--- src/rtl/sto_bin_pkg.sv ---
// Shared stochastic-computing types: FSM state encodings for the
// stream-to-binary counter and the comparator-based bit generator.
package sto_bin_pkg;

  // Stream-to-binary accumulator states
  typedef enum logic [0:0] {
    ST_IDLE = 1'b0,
    ST_ACC  = 1'b1
  } sc_bin_state_e;

  // Comparator-based bit generator states (paired front end)
  typedef enum logic [1:0] {
    GEN_IDLE = 2'b00,
    GEN_SEED = 2'b01,
    GEN_RUN  = 2'b10
  } sc_gen_state_e;

  // Window length in enabled cycles for a given counter width
  function automatic int unsigned sc_window_len(input int unsigned width);
    return 32'd1 << width;
  endfunction

endpackage

--- src/rtl/sto_bin.sv ---
// Stochastic bitstream to binary converter: counts ones over a window of
// 2^IWID enabled bits and presents the count with a valid/ready handshake.
module sto_bin
  import sto_bin_pkg::*;
#(
  parameter int IWID = 8
) (
  input  logic            clk,
  input  logic            rst_n,
  input  logic            iStart,
  input  logic            iEn,
  input  logic            iDbit,
  input  logic            iRdy,
  input  logic            iClrOvf,
  output logic [IWID:0]   oData,
  output logic            oVld,
  output logic            oBusy,
  output logic            oOvf
);

  localparam int OW = IWID + 1;
  localparam logic [IWID-1:0] WIN_LAST = {IWID{1'b1}};

  sc_bin_state_e   state_q, state_d;
  logic [IWID-1:0] win_q,   win_d;
  logic [IWID:0]   ones_q,  ones_d;
  logic [IWID:0]   data_q,  data_d;
  logic            vld_q,   vld_d;
  logic            ovf_q,   ovf_d;
  logic            capture;

  // Next-state logic: window/ones counters, capture, handshake and overflow
  always_comb begin
    state_d = state_q;
    win_d   = win_q;
    ones_d  = ones_q;
    data_d  = data_q;
    vld_d   = vld_q;
    ovf_d   = ovf_q;
    capture = 1'b0;

    case (state_q)
      ST_IDLE: begin
        if (iStart) begin
          state_d = ST_ACC;
          win_d   = '0;
          ones_d  = '0;
        end
      end
      ST_ACC: begin
        if (iEn && (win_q == WIN_LAST)) begin
          // Last bit of the window: the ones counter is one bit wider than
          // the window counter, so an all-ones window reaches 2^IWID exactly.
          capture = 1'b1;
          data_d  = ones_q + OW'(iDbit);
          win_d   = '0;
          ones_d  = '0;
          state_d = iStart ? ST_ACC : ST_IDLE;
        end else if (iStart) begin
          // Restart before the window completed: discard partial count
          win_d  = '0;
          ones_d = '0;
        end else if (iEn) begin
          win_d  = win_q + IWID'(1);
          ones_d = ones_q + OW'(iDbit);
        end
      end
      default: state_d = ST_IDLE;
    endcase

    // A fresh capture keeps the result valid even if the old one was taken
    if (capture) begin
      vld_d = 1'b1;
    end else if (vld_q && iRdy) begin
      vld_d = 1'b0;
    end

    // Overwriting an unaccepted result is sticky; setting beats clearing
    if (capture && vld_q && !iRdy) begin
      ovf_d = 1'b1;
    end else if (iClrOvf) begin
      ovf_d = 1'b0;
    end
  end

  // State and datapath registers with asynchronous active-low reset
  always_ff @(posedge clk or negedge rst_n) begin
    if (!rst_n) begin
      state_q <= ST_IDLE;
      win_q   <= '0;
      ones_q  <= '0;
      data_q  <= '0;
      vld_q   <= 1'b0;
      ovf_q   <= 1'b0;
    end else begin
      state_q <= state_d;
      win_q   <= win_d;
      ones_q  <= ones_d;
      data_q  <= data_d;
      vld_q   <= vld_d;
      ovf_q   <= ovf_d;
    end
  end

  assign oData = data_q;
  assign oVld  = vld_q;
  assign oOvf  = ovf_q;
  assign oBusy = (state_q == ST_ACC);

endmodule

--- config.mk ---
export PLATFORM = sky130hd
export DESIGN_NAME = sto_bin
export DESIGN_NICKNAME = d
export VERILOG_FILES = /design/src/rtl/sto_bin_pkg.sv /design/src/rtl/sto_bin.sv
export SDC_FILE = /design/constraint.sdc
export NUM_CORES = 1
export LEC_CHECK = 0
export ABC_AREA = 0
export BUFFER_PORTS_ARGS = -buffer_cell sky130_fd_sc_hd__buf_4
export CELL_PAD_IN_SITES_DETAIL_PLACEMENT = 1
export CELL_PAD_IN_SITES_GLOBAL_PLACEMENT = 1
export CORE_ASPECT_RATIO = 0.5
export CORE_MARGIN = 1.5
export CORE_UTILIZATION = 44
export DETAILED_ROUTE_END_ITERATION = 8
export MAX_ROUTING_LAYER = met4
export PLACE_DENSITY = 0.89
export SYNTH_ARGS = -nofsm -noshare
export SYNTH_HDL_FRONTEND = slang
export SYNTH_SLANG_ARGS = --single-unit
--- constraint.sdc ---
create_clock -name clk -period 2.1 [get_ports clk]
set_input_delay 0.21 -clock clk [delete_from_list [all_inputs] [get_ports clk]]
set_output_delay 0.21 -clock clk [all_outputs]
set_load 0.02 [all_outputs]
# Yosys cells after proc, flatten, opt, wreduce, memory -nomap -nowiden
# Cells that the tools add are included.
# word_totals
reg_bits	29
input_bits	7
# classes
n_addsub	2
n_eq_ne	3
n_mux	19
n_bitwise	1
reduce_logical	9
# op_table
operator	count
two-way mux 9 bit	4
two-way mux 8 bit	4
one-hot mux 9 bit (2 select lines)	1
one-hot mux 8 bit (2 select lines)	1
adder 9 x 1 -> 9 bit	1
adder 8 x 1 -> 8 bit, second input constant	1
== test 8 bit, second input constant	1
two-way mux 1 bit	8
logical AND 1 bit	4
!= test 4 x 3 -> 1 bit, second input constant	1
AND reduction 2 bit	2
nonzero test 2 bit	2
!= test 2 bit, second input constant	1
one-hot mux 1 bit (2 select lines)	1
logical NOT 1 bit	1
inverter 1 bit	1

# Logic depth before layout (Yosys ltp)
# Gate-level depths: netlist of the first run.
# logic_depth
ltp_word	7
ltp_mapped	6
mapped_depth_nobuf	6

# Worst setup path before layout of the first run
# No wires, ideal clock.
# synth_timing
path_type	flip-flop to flip-flop
startpoint	register win_q[0]
endpoint	register win_q[5]
setup_time_ps	126
t_arrival_ps	1420
setup_slack_ps	554
stages_incl_launch_ff	7
synth_period_minus_slack_ps	1546
cell_sequence	dfrtp_1 > ha_1 > nand3_2 > o211a_1 > buf_6 > o211a_1 > a221o_1
# synth_via
elab_chain_cells	5
word_cells_on_any_way	9
# synth_lines
element	line_no	text
start: declaration	sto_bin.sv:25	logic [IWID-1:0] win_q, win_d;
start signal: assignment	sto_bin.sv:97	win_q <= win_d;
adder 8 x 1 -> 8 bit	sto_bin.sv:64	win_d = win_q + IWID'(1);
two-way mux 8 bit	sto_bin.sv:63	end else if (iEn) begin
two-way mux 8 bit	sto_bin.sv:59	end else if (iStart) begin
two-way mux 8 bit	sto_bin.sv:51	if (iEn && (win_q == WIN_LAST)) begin
one-hot mux 8 bit (2 select lines)	sto_bin.sv:42	case (state_q)
# Several ways; a longest one is shown, not always the timed one. The select of a mux whose other input is x is not followed.
# A chain may end at the register's enable or synchronous reset.

# Worst setup path in the final report of the first run
# Ends and elaborated chain as after synthesis.

==> flow_metrics.py, run 1 <==
metrics = {
    "status": {
        "status": "completed",
    },
    "timing": {
        "hold_viol": 0,
        "period_minus_slack_ns": 1.965,
        "clock_skew_ns": 0.01049,
        "tightest_slew_ns": 0.6406,
        "setup_viol": 0,
        "drv_slew": 0,
        "rsz0062_at_grt": "no",
        "maxSlewHeadroom": 0.5729,
        "fin_crit_sh": 0.9358,
        "finalSetupTns_ns": 0,
        "max_freq_mhz": 508.9,
    },
    "route": {
        "ant_nets": 0,
        "wire_per_inst_um": 17.55,
        "routed_via_density": 5.803,
        "first_iter_violations": 61,
        "routed_wl_um": 3474,
        "firstDrtPassIters": 7,
        "vias": 1149,
        "drc": 0,
    },
    "clocking": {
        "cts_root_buffer": "clkbuf_8",
        "clk-insertion-delay-late_ns": 0.29,
        "numCtsBuffers": 5,
        "cts_tree": "built",
        "htree_num_levels": 2,
        "ctsResizeCount": 0,
        "cts_setup_buffers": 0,
        "postCtsHoldBufs": 1,
        "clock_sinks": 29,
        "clkTransAtPathRegs_ns": 0.07,
        "clockBufferDepth": 2,
    },
    "yosys": {
        "synthMuxAreaShare": 0.03155,
        "synth_compound_area_frac": 0.1656,
        "synth_area_per_cell_sq_um": 10.57,
        "synth_top_area_share": 0.5083,
        "synthAdderAreaFrac": 0.03506,
        "synth_top_family_by_area": "simple AND/OR/NAND/NOR gates",
        "ys.warnings.count": 0,
        "synth-main-ff-cell": "dfrtp_1",
        "synth_area_sq_um": 1428,
        "syn-instance-count": 135,
        "synth_simple_gate_area_share": 0.1753,
        "ys_seq_area_frac": 0.5083,
        "synth_edf_count": 0,
        "synth-xor-area-share": 0.05521,
        "synthTopCellsByArea": "dfrtp_1 51%, a21oi_1 3.9%, ha_1 3.5%",
        "ys_ff_latch": 29,
        "yosysTopAreaCell": "dfrtp_1",
        "yosysUniqueCellTypes": 36,
        "async_flop_share": 1.000,
        "synth_nets": 146,
    },
    "critical_path": {
        "critical_path_required_ns": 2.27,
        "path_delay_family": "compound AO/OA/AOI/OAI gates",
        "critical_path_class": "flop to flop",
        "cp_max_fo": 21,
        "slowest_stage": "o211a_1",
        "crit_chain": "ha_1 -> nand3_2 -> o211a_1 -> o211a_1 -> a221o_1",
        "endpoint_kind": "flop",
        "setup.worst_path.start_class": "flop",
        "critical_path.most_common_cell": "o211a_1",
        "max_stage_delay_ns": 0.52,
        "cp_num_buf_inv": 0,
        "arrival_ns": 2.14,
    },
    "pwr": {
        "power.leakage_uw": 0.0008269,
        "p_per_area_nw_per_um2": 730.4,
        "ir_worst_vdd_mv": 0.3312,
    },
    "floorplan": {
        "die_x_um": 83.56,
        "core_area_sq_um": 3048,
        "die-area_sq_um": 3616,
        "core.rowCount": 14,
        "pin_count": 19,
        "start_util": 0.4684,
        "die_h_um": 43.28,
    },
    "cells_and_area": {
        "area_growth_pct": 20.25,
        "fin_cells": 198,
        "diodes": 0,
        "layout_common_cells": "29 x dfrtp_1, 19 x buf_4, 13 x nor2_1",
        "layout-drive-gt1-share": 0.1962,
        "fillers": 330,
        "fin_nets": 168,
        "final_common_cell": "dfrtp_1",
    },
    "global_route": {
        "grt_antenna_before_repair": 0,
        "grt_max_degree": 30,
        "track_usage": 0.2191,
        "grt_pass1_wl_um": 5768,
        "grt_pass1_vias": 1136,
        "overflow": 0,
    },
    "place": {
        "gp_congestion": 0.8305,
        "portBuffers": 18,
        "place_inst": 189,
        "detailedPlacementHpwl_um": 2204,
    },
    "hold_path": {
        "hold_class": "input port to flop",
    },
    "job": {
        "cap_violations": 0,
    },
}
-- logic make-up after synthesis --
kind of cell             after synthesis
AO/OA/AOI/OAI                         35
adder cells (fa/ha/maj)                4
XOR/XNOR                               9
buffers and inverters                  8
multiplexers                           4
AND/OR/NAND/NOR                       46
flip-flops                            29
-- Yosys cell counts, types with 4 or more instances --
cell	number
ha_1	4
nand3_1	5
xnor2_1	5
nor2_1	13
xor2_1	4
a22o_1	5
o21ai_0	4
a21oi_1	11
a31oi_1	6
nand2_1	10
dfrtp_1	29
-- cell type report --
type,count,area [sq um],area share
Tap cell,40,50.05,0.02915
Sequential cell,29,725.7,0.4227
Inverter,3,11.26,0.006560
Timing Repair Buffer,20,152.6,0.08892
Multi-Input combinational cell,98,660.6,0.3848
Clock inverter,1,30.03,0.01749
Clock buffer,7,86.33,0.05029
-- final timing paths --
kind	start	end	slack (ns)	cells after the start
setup / recovery	win_q[0]	win_q[5]	0.13	5
hold / removal	iStart	win_q[6]	0.12	2
min in group asynchronous	rst_n	win_q[6]	0.38	2
setup reg to reg	win_q[0]	win_q[5]	0.13	5
hold reg to reg	oData[0]	oData[0]	0.49	1
max in group asynchronous	rst_n	oData[0]	1.43	2
-- report_power, final --
| group | total [uW] | internal, uW | switching (uW) |
|---|---|---|---|
| Sequential | 575 | 565 | 9.80 |
| Clock | 616 | 387 | 229 |
| Combinational | 62.7 | 23.8 | 38.9 |
-- sequential cells by signal (all words and copies together), names as in the netlist --
name / cells
oBusy: 1
oData: 9
oOvf: 1
oVld: 1
ones_q: 9
win_q: 8
-- through the flow --
stage | power [uW] | hold slack [ns] | util | setup slack [ns] | cell area [sq um]
after detailed placement | 645.1 | 0.1589 | 0.5218 | 0.2284 | 1590
after global routing | 1289 | 0.1293 | 0.5632 | 0.03955 | 1717
final | 1254 | 0.1173 | 0.5632 | 0.1349 | 1717
after global placement | 640.9 | 0.1535 | 0.5218 | 0.3245 | 1590
after floorplan | 615.0 | -0.08559 | - | 0.5536 | 1428
after CTS | 1259 | 0.1164 | 0.5632 | 0.1819 | 1717
-- layer usage --
metal | wire length (um) | vias up | GRT usage
met3 | 127 | 8 | 0.07004
met4 | 74 | 0 | 0.09836
li1 | - | 533 | -
met1 | 1620 | 584 | 0.2684
met2 | 1652 | 24 | 0.3382
met5 | 0 | - | -
Power figures use the tool's default switching activity.
==> inputs of run 2 (changes only) <==
- BUFFER_PORTS_ARGS: -buffer_cell sky130_fd_sc_hd__buf_4 -> unset
- CORE_UTILIZATION: 44 -> 48
- DONT_BUFFER_PORTS: unset -> 1
- HOLD_SLACK_MARGIN: unset -> 0.15
- PLACE_DENSITY: 0.89 -> 0.88
==> run 2 against run 1 <==
Clock power fell by 23%. Register-to-register slack barely moved. Via count fell by 0.70%. Hold slack improved by 0.046 ns. Design area fell by 5.3%. Setup slack got worse by 0.0061 ns. Power fell by 11%. Non-clock buffer count fell by 11. Clock skew fell by 0.0036 ns. Cell count fell by 7.6%. Critical path type unchanged. Critical endpoint is now oOvf. Largest power group is now sequential cells.
==> flow_metrics.py, run 2 (synthesized netlist as in run 1, its figures left out) <==
metrics = {
    "global_route": {
        "track_usage": 0.2604,
        "grt_pass1_vias": 1263,
        "grt_pass1_wl_um": 6127,
        "grt_antenna_before_repair": 0,
        "globalRouteMet3Util": 0.07912,
        "met1_usage": 0.3115,
        "grt_most_used_layer": "met2",
        "overflow": 0,
        "grt_max_degree": 30,
        "gr-usage-met2": 0.4101,
    },
    "floorplan": {
        "pin_count": 19,
        "die-area_sq_um": 3330,
        "core_area_sq_um": 2700,
        "die_x_um": 80.13,
        "die_h_um": 41.57,
        "core.rowCount": 13,
        "start_util": 0.5287,
    },
    "clocking": {
        "numCtsBuffers": 5,
        "cts_setup_buffers": 0,
        "clkTransAtPathRegs_ns": 0.06,
        "cts_tree": "built",
        "clk-insertion-delay-late_ns": 0.29,
        "cts_root_buffer": "clkbuf_8",
        "clock_sinks": 29,
        "clockBufferDepth": 2,
        "htree_num_levels": 2,
    },
    "route": {
        "routed_wl_um": 3656,
        "firstDrtPassIters": 4,
        "vias": 1141,
        "wire_per_inst_um": 19.98,
        "routed_via_density": 6.235,
        "ant_nets": 0,
        "drc": 0,
        "first_iter_violations": 49,
    },
    "critical_path": {
        "cp_max_fo": 4,
        "arrival_ns": 2.19,
        "r2r_setup_slack_ns": 0.13,
        "critical_path_required_ns": 2.32,
        "critical_path_class": "flop to flop",
        "endpoint_kind": "flop",
        "setup.worst_path.start_class": "flop",
    },
    "cells_and_area": {
        "layout_common_cells": "29 x dfrtp_1, 13 x nor2_1, 11 x a21oi_1",
        "final_common_cell": "dfrtp_1",
        "area_growth_pct": 13.85,
        "fillers": 296,
        "fin_nets": 157,
        "layout-drive-gt1-share": 0.09589,
        "diodes": 0,
    },
    "pwr": {
        "power.net_switching_uw": 262.4,
        "power.leakage_uw": 0.0007570,
        "comb_power_share": 0.059,
        "sw_frac_of_total": 0.2357,
        "p_per_area_nw_per_um2": 684.9,
        "seq_power_share": 0.516,
        "clockPowerShare": 0.425,
        "ir_worst_vdd_mv": 0.3171,
        "intPower_uw": 850.9,
    },
    "timing": {
        "fin_crit_sh": 0.9387,
        "setup_viol": 0,
        "maxSlewHeadroom": 0.5924,
        "clock_skew_ns": 0.006926,
        "max_freq_mhz": 507.3,
        "rsz0062_at_grt": "no",
        "drv_slew": 0,
        "tightest_slew_ns": 0.6114,
        "period_minus_slack_ns": 1.971,
        "hold_viol": 0,
        "setup_ws_ns": 0.1287,
        "finalSetupTns_ns": 0,
    },
    "place": {
        "detailedPlacementHpwl_um": 2270,
        "post-place-ws_ns": 0.1852,
        "gp_congestion": 0.8024,
        "portBuffers": 0,
    },
    "job": {
        "cap_violations": 0,
    },
    "hold_path": {
        "hold_class": "input port to flop",
    },
    "status": {
        "status": "completed",
    },
}
## run 2: cell types whose count changed in the layout (fill, tap and decap cells not counted), sizes merged
cell | before | now
dlygate4sd3 | 1 | 6
buf | 19 | 3
bufinv | 1 | 0
## run 2: metal layers
| metal | wire, um | up-vias | part of all wire |
|---|---|---|---|
| met5 | 0 | - | 0 |
| met2 | 1752 | 32 | 0.48 |
| met4 | 97 | 0 | 0.027 |
| met1 | 1604 | 587 | 0.44 |
| met3 | 201 | 11 | 0.055 |
| li1 | - | 511 | - |
## run 2: worst paths after layout
check / endpoint / depth (start not counted) / from
max: oOvf / 4 / win_q[0]
min reg2reg: ones_q[0] / 1 / ones_q[0]
min in group asynchronous: win_q[0] / 2 / rst_n
min: win_q[7] / 2 / iEn
max reg2reg: oOvf / 4 / win_q[0]
max in group asynchronous: oData[8] / 2 / rst_n
## run 2: worst max-delay path, stage by stage (launching register included)
cell	delay, ns
dfrtp_1	0.41
ha_1	0.22
nand3_2	0.15
o41ai_1	0.51
dlygate4sd3_1	0.61
## run 2: layout make-up
type / instances / area (sq um) / share of cell area
Clock buffer: 7 / 86.33 / 0.05312
Inverter: 3 / 11.26 / 0.006928
Multi-Input combinational cell: 98 / 660.6 / 0.4065
Sequential cell: 29 / 725.7 / 0.4465
Tap cell: 37 / 46.29 / 0.02848
Timing Repair Buffer: 9 / 95.09 / 0.05851
## run 2: per-stage QoR
stage	power, uW	util	cells	area (sq um)	hold WS, ns
3_5_place_dp	623.8	0.5403	169	1459	-0.08486
4_1_cts	1116	0.6019	183	1625	0.1658
3_3_place_gp	619.1	0.5403	169	1459	-0.08468
5_1_grt	1153	0.6019	183	1625	0.2045
6_report	1113	0.6019	183	1625	0.1630
2_1_floorplan	615.0	-	135	1428	-0.08559
## run 2: timing repair
action	CTS	global route
hold endpoints to repair	36	0
resized for setup	0	0
hold buffers	7	0
## run 2: power by group through the flow
stage / Sequential (uW) / Clock [uW] / Combinational, uW
final: 575 / 473 / 65.2
after global routing: 575 / 507 / 71.2
after CTS: 574 / 477 / 64.3
after detailed placement: 584 / 0 / 39.4
after global placement: 583 / 0 / 35.7
after floorplan: 582 / 0 / 32.8
